<file path="src/rtl/onehot_bin_enc.sv">
// Registered one-hot to binary encoder with a one-entry output buffer.
// Malformed codes (all-zero or multi-hot) are flagged per transfer and tallied for debug.
module onehot_bin_enc #(
    parameter int N = 8,
    parameter int W = 3
) (
    input  logic         clk,
    input  logic         rst_n,
    input  logic         in_valid,
    output logic         in_ready,
    input  logic [N-1:0] one_hot,
    output logic         out_valid,
    input  logic         out_ready,
    output logic [W-1:0] bin,
    output logic         code_err,
    output logic         err_sticky,
    input  logic         err_clr,
    output logic [7:0]   err_cnt
);

    // Handshake: a transfer happens on a rising edge where valid && ready.
    // Valid never waits on ready. in_ready depends only on the output register
    // state and out_ready, so it never combinationally depends on in_valid.
    logic         accept;
    logic         out_xfer;
    logic [W-1:0] enc_bin;
    logic         enc_zero;
    logic         enc_multi;
    logic         enc_err;

    assign in_ready = !out_valid || out_ready;
    assign accept   = in_valid && in_ready;
    assign out_xfer = out_valid && out_ready;

    // Lowest set bit wins; scanning from the top lets lower bits overwrite.
    always_comb begin
        enc_bin = '0;
        for (int k = N - 1; k >= 0; k--) begin
            if (one_hot[k]) begin
                enc_bin = W'(k);
            end
        end
    end

    // x & (x - 1) clears the lowest set bit; anything left means multi-hot.
    assign enc_zero  = ~|one_hot;
    assign enc_multi = |(one_hot & (one_hot - N'(1)));
    assign enc_err   = enc_zero || enc_multi;

    always_ff @(posedge clk or negedge rst_n) begin
        if (!rst_n) begin
            out_valid <= 1'b0;
            bin       <= '0;
            code_err  <= 1'b0;
        end else begin
            if (accept) begin
                out_valid <= 1'b1;
                bin       <= enc_bin;
                code_err  <= enc_err;
            end else if (out_xfer) begin
                out_valid <= 1'b0;
            end
        end
    end

    // Clear is applied before the increment so a same-cycle error survives it.
    logic [7:0] cnt_base;
    logic       sticky_base;

    assign cnt_base    = err_clr ? 8'd0 : err_cnt;
    assign sticky_base = err_clr ? 1'b0 : err_sticky;

    always_ff @(posedge clk or negedge rst_n) begin
        if (!rst_n) begin
            err_cnt    <= 8'd0;
            err_sticky <= 1'b0;
        end else begin
            if (accept && enc_err) begin
                err_sticky <= 1'b1;
                err_cnt    <= (cnt_base == 8'hFF) ? cnt_base : cnt_base + 8'd1;
            end else begin
                err_sticky <= sticky_base;
                err_cnt    <= cnt_base;
            end
        end
    end

endmodule
</file>
<file path="config.mk">
export PLATFORM = sky130hd
export DESIGN_NAME = onehot_bin_enc
export DESIGN_NICKNAME = d
export VERILOG_FILES = /design/src/rtl/onehot_bin_enc.sv
export SDC_FILE = /design/constraint.sdc
export NUM_CORES = 1
export LEC_CHECK = 0
export CAP_MARGIN = 0
export CORE_MARGIN = 3
export CORE_UTILIZATION = 30
export DETAILED_ROUTE_END_ITERATION = 10
export GPL_ROUTABILITY_DRIVEN = 1
export SYNTH_ARGS = -nofsm -noshare
export SYNTH_HDL_FRONTEND = slang
export SYNTH_SLANG_ARGS = --single-unit
</file>
<file path="constraint.sdc">
create_clock -name clk -period 1.6 [get_ports clk]
set_clock_uncertainty 0.1 [all_clocks]
set_input_delay 0.32 -clock clk [delete_from_list [all_inputs] [get_ports clk]]
set_output_delay 0.32 -clock clk [all_outputs]
set_load 0.005 [all_outputs]
</file>
==> results of run 1 <==
area by class of cell:
type	instances	area (µm²)	area share
Tap cell	30	37.5	0.0243
Inverter	3	11.3	0.00729
Sequential cell	14	350	0.227
Multi-Input combinational cell	71	573	0.371
Clock buffer	4	36.3	0.0235
Timing Repair Buffer	60	536	0.347
cell usage after synthesis, drive strengths merged, types with 2 or more instances:
library cell / instances / share of area
a211oi: 2 / 0.017
a21oi: 3 / 0.017
and3: 2 / 0.015
buf: 2 / 0.019
dfrtp: 14 / 0.41
inv: 3 / 0.013
mux2: 2 / 0.031
nand2: 7 / 0.031
nand2b: 5 / 0.036
nand3: 7 / 0.047
nor2: 11 / 0.048
nor2b: 3 / 0.022
nor3: 2 / 0.012
nor4: 2 / 0.015
o21ai: 3 / 0.031
o31ai: 2 / 0.017
xnor2: 2 / 0.020
worst paths after layout:
| kind | start | endpoint | cells past startpoint |
|---|---|---|---|
| worst max-delay path | one_hot[3] | err_cnt[1]$_DFF_PN0_ | 7 |
| worst min-delay path | one_hot[0] | bin[0]$_DFFE_PN0P_ | 3 |
| worst max register to register | err_cnt[0]$_DFF_PN0_ | err_cnt[1]$_DFF_PN0_ | 7 |
| worst min register to register | code_err$_DFFE_PN0P_ | code_err$_DFFE_PN0P_ | 2 |
| max in group asynchronous | rst_n | err_cnt[6]$_DFF_PN0_ | 2 |
| min in group asynchronous | rst_n | code_err$_DFFE_PN0P_ | 2 |
critical path, delay by kind of cell:
family          cells  cell delay (ns)
simple gates        3             0.93
mux                 1             0.30
compound gates      2             0.25
buf+inv             1             0.09
metal layers:
metal	global-route usage	up-vias
met5	0	-
met4	0.0633	0
met1	0.176	454
li1	-	453
met2	0.271	25
met3	0.0305	5
through the flow:
step           instance area (µm²)  setup TNS [ns]  hold WS (ns)   util
2_1_floorplan                  865           -1.95       -0.0756      -
3_3_place_gp                  1330           -7.72         0.364  0.513
3_5_place_dp                  1330           -8.33         0.373  0.513
4_1_cts                       1440           -1.85         0.210  0.557
5_1_grt                       1540           -1.92         0.221  0.596
6_report                      1540           -1.41         0.208  0.596
power groups by stage:
stage / Clock (mW) / Sequential [mW] / Combinational [mW]
3_3_place_gp: 0 / 0.394 / 0.222
3_5_place_dp: 0 / 0.395 / 0.227
6_report: 0.267 / 0.388 / 0.234
5_1_grt: 0.291 / 0.392 / 0.256
2_1_floorplan: 0 / 0.398 / 0.0703
4_1_cts: 0.271 / 0.388 / 0.222
cell families (layout without fill, tap and decap cells):
| kind of cell | Yosys count | in the layout | share of synthesized area |
|---|---|---|---|
| xor+xnor | 2 | 2 | 0.0204 |
| buf+inv | 5 | 67 | 0.0321 |
| compound gates | 18 | 18 | 0.184 |
| mux | 3 | 3 | 0.0423 |
| simple gates | 47 | 47 | 0.299 |
| fa+ha+maj | 1 | 1 | 0.0146 |
| flops | 14 | 14 | 0.408 |
repair_timing:
item | in CTS | in global routing
endpoints found under the setup margin | 18 | 21
resized for setup | 33 | 27
pin swaps | 9 | 9
setup buffers | 7 | 3
flip-flops by register name, indices dropped and copies added, names as in the netlist:
register	flops
err_cnt	8
out_valid	1
err_sticky	1
bin	3
code_err	1
==> flow_metrics.tcl, run 1 <==
set metrics [dict create \
    worstPathRequired_ns 1.68 \
    cts_sinks 14 \
    portBuffers 27 \
    stdcell_count 182 \
    track_usage 0.153 \
    diodes 0 \
    htreeDepth 1 \
    netlist_instances 90 \
    fmax_ghz 0.553 \
    grt_max_degree 15 \
    drv_slew 0 \
    finalSetupViolCount 10 \
    rsz0062_at_grt "yes" \
    period_needed_ns 1.81 \
    slowest_delay_ns 0.58 \
    cp_max_fo 7 \
    dp_slack_ns -0.888 \
    irDropWorstVdd_mv 0.349 \
    synth-seq-area-share 0.408 \
    r2r_slack_ns -0.12 \
    wl_per_cell_um 13.5 \
    fill_cells 229 \
    cp_slowest_cell "or4_4" \
    fp-row-count 18 \
    power_density_nw_per_um2 575 \
    dr.pass1.iters 4 \
    switchingPower_mw 0.237 \
    cts_root_buf "clkbuf_4" \
    hpwl_um 1750 \
    area_growth_pct 79.9 \
    violations "negative setup slack" \
    clk_pin_slew_ns 0.09 \
    power_frac_seq 0.437 \
    grt_pass1_vias 996 \
    dr_total_vias 937 \
    setup_ws_ns -0.208 \
    coreArea_um2 2590 \
    clockBufferDepth 2 \
    clock_power_share 0.300 \
    drtIter0Drc 13 \
    grt_pass1_wl_um 4130 \
    grt-ovfl-total 0 \
    cts_buffers 3 \
    max_slew.worst_pin.slew_ns 0.321 \
    wl_met1_um 1020 \
    power_leakage_nw 0.825 \
    synth_nets 104 \
    hold_class "in -> reg" \
    drive_gt1_frac 0.434 \
    synthArstFlopShare 1.00 \
    mostFrequentLayoutCell "buf_4" \
    die_w_um 59.5 \
    wl_met3_um 134 \
    fp.dieArea_um2 3540 \
    p_sw_frac 0.266 \
    comb_power_share 0.263 \
    netlist_area_um2 858 \
    hold_violations 0 \
    remaining_drc_errors 0 \
    final_antenna_net_count 0 \
    insertion_delay_ns 0.29 \
    cts_tree "done" \
    final_cell_mix "buf_4, dfrtp_1, dlymetal6s2s_1" \
    timing.max_cap.violations 0 \
    power_mw 0.888 \
    p_int_mw 0.652 \
    start_kind "input port" \
    start_util 0.331 \
    synth_ff_type "dfrtp_1" \
    wirelength_um 2460 \
    relSlewSlack 0.786 \
    avgSynthCellArea_um2 9.54 \
    hold_buffers 0 \
    synth-seq-cells 14 \
    ys_warn_count 0 \
    pin_count 28 \
    fp.dieH_um 59.5 \
    wl_met2_um 1270 \
    antenna_found_initial 0 \
    synth_edf_count 0 \
    status "finished, violations left" \
    nets 167 \
    detail_route.vias_per_cell 5.15 \
    worstSetupPathType "in -> reg" \
    maxUsedRoutingLayer "met4" \
    dp_cells 168 \
    finalCritPeriodShare 1.13 \
    ys_types 40 \
    end_kind "flop" \
    cp_data_arrival_time_ns 1.89 \
    place.gp.congestion 0.790 \
    crit_chain "buf_6, or4_4, nor4_4, a21o_1, o21ai_4, nand3_2, mux2_4" \
]
No activity file was read; power rests on OpenSTA's default activity.
==> inputs of run 2 (changes only) <==
--- a/config.mk
+++ b/config.mk
@@ -5,7 +5,7 @@
 export SDC_FILE = /design/constraint.sdc
 export NUM_CORES = 1
 export LEC_CHECK = 0
-export CAP_MARGIN = 0
+export CAP_MARGIN = 30
 export CORE_MARGIN = 3
 export CORE_UTILIZATION = 30
 export DETAILED_ROUTE_END_ITERATION = 10
==> results of run 2 <==
No change in the layout: final DEF, timing and power equal those of run 1.
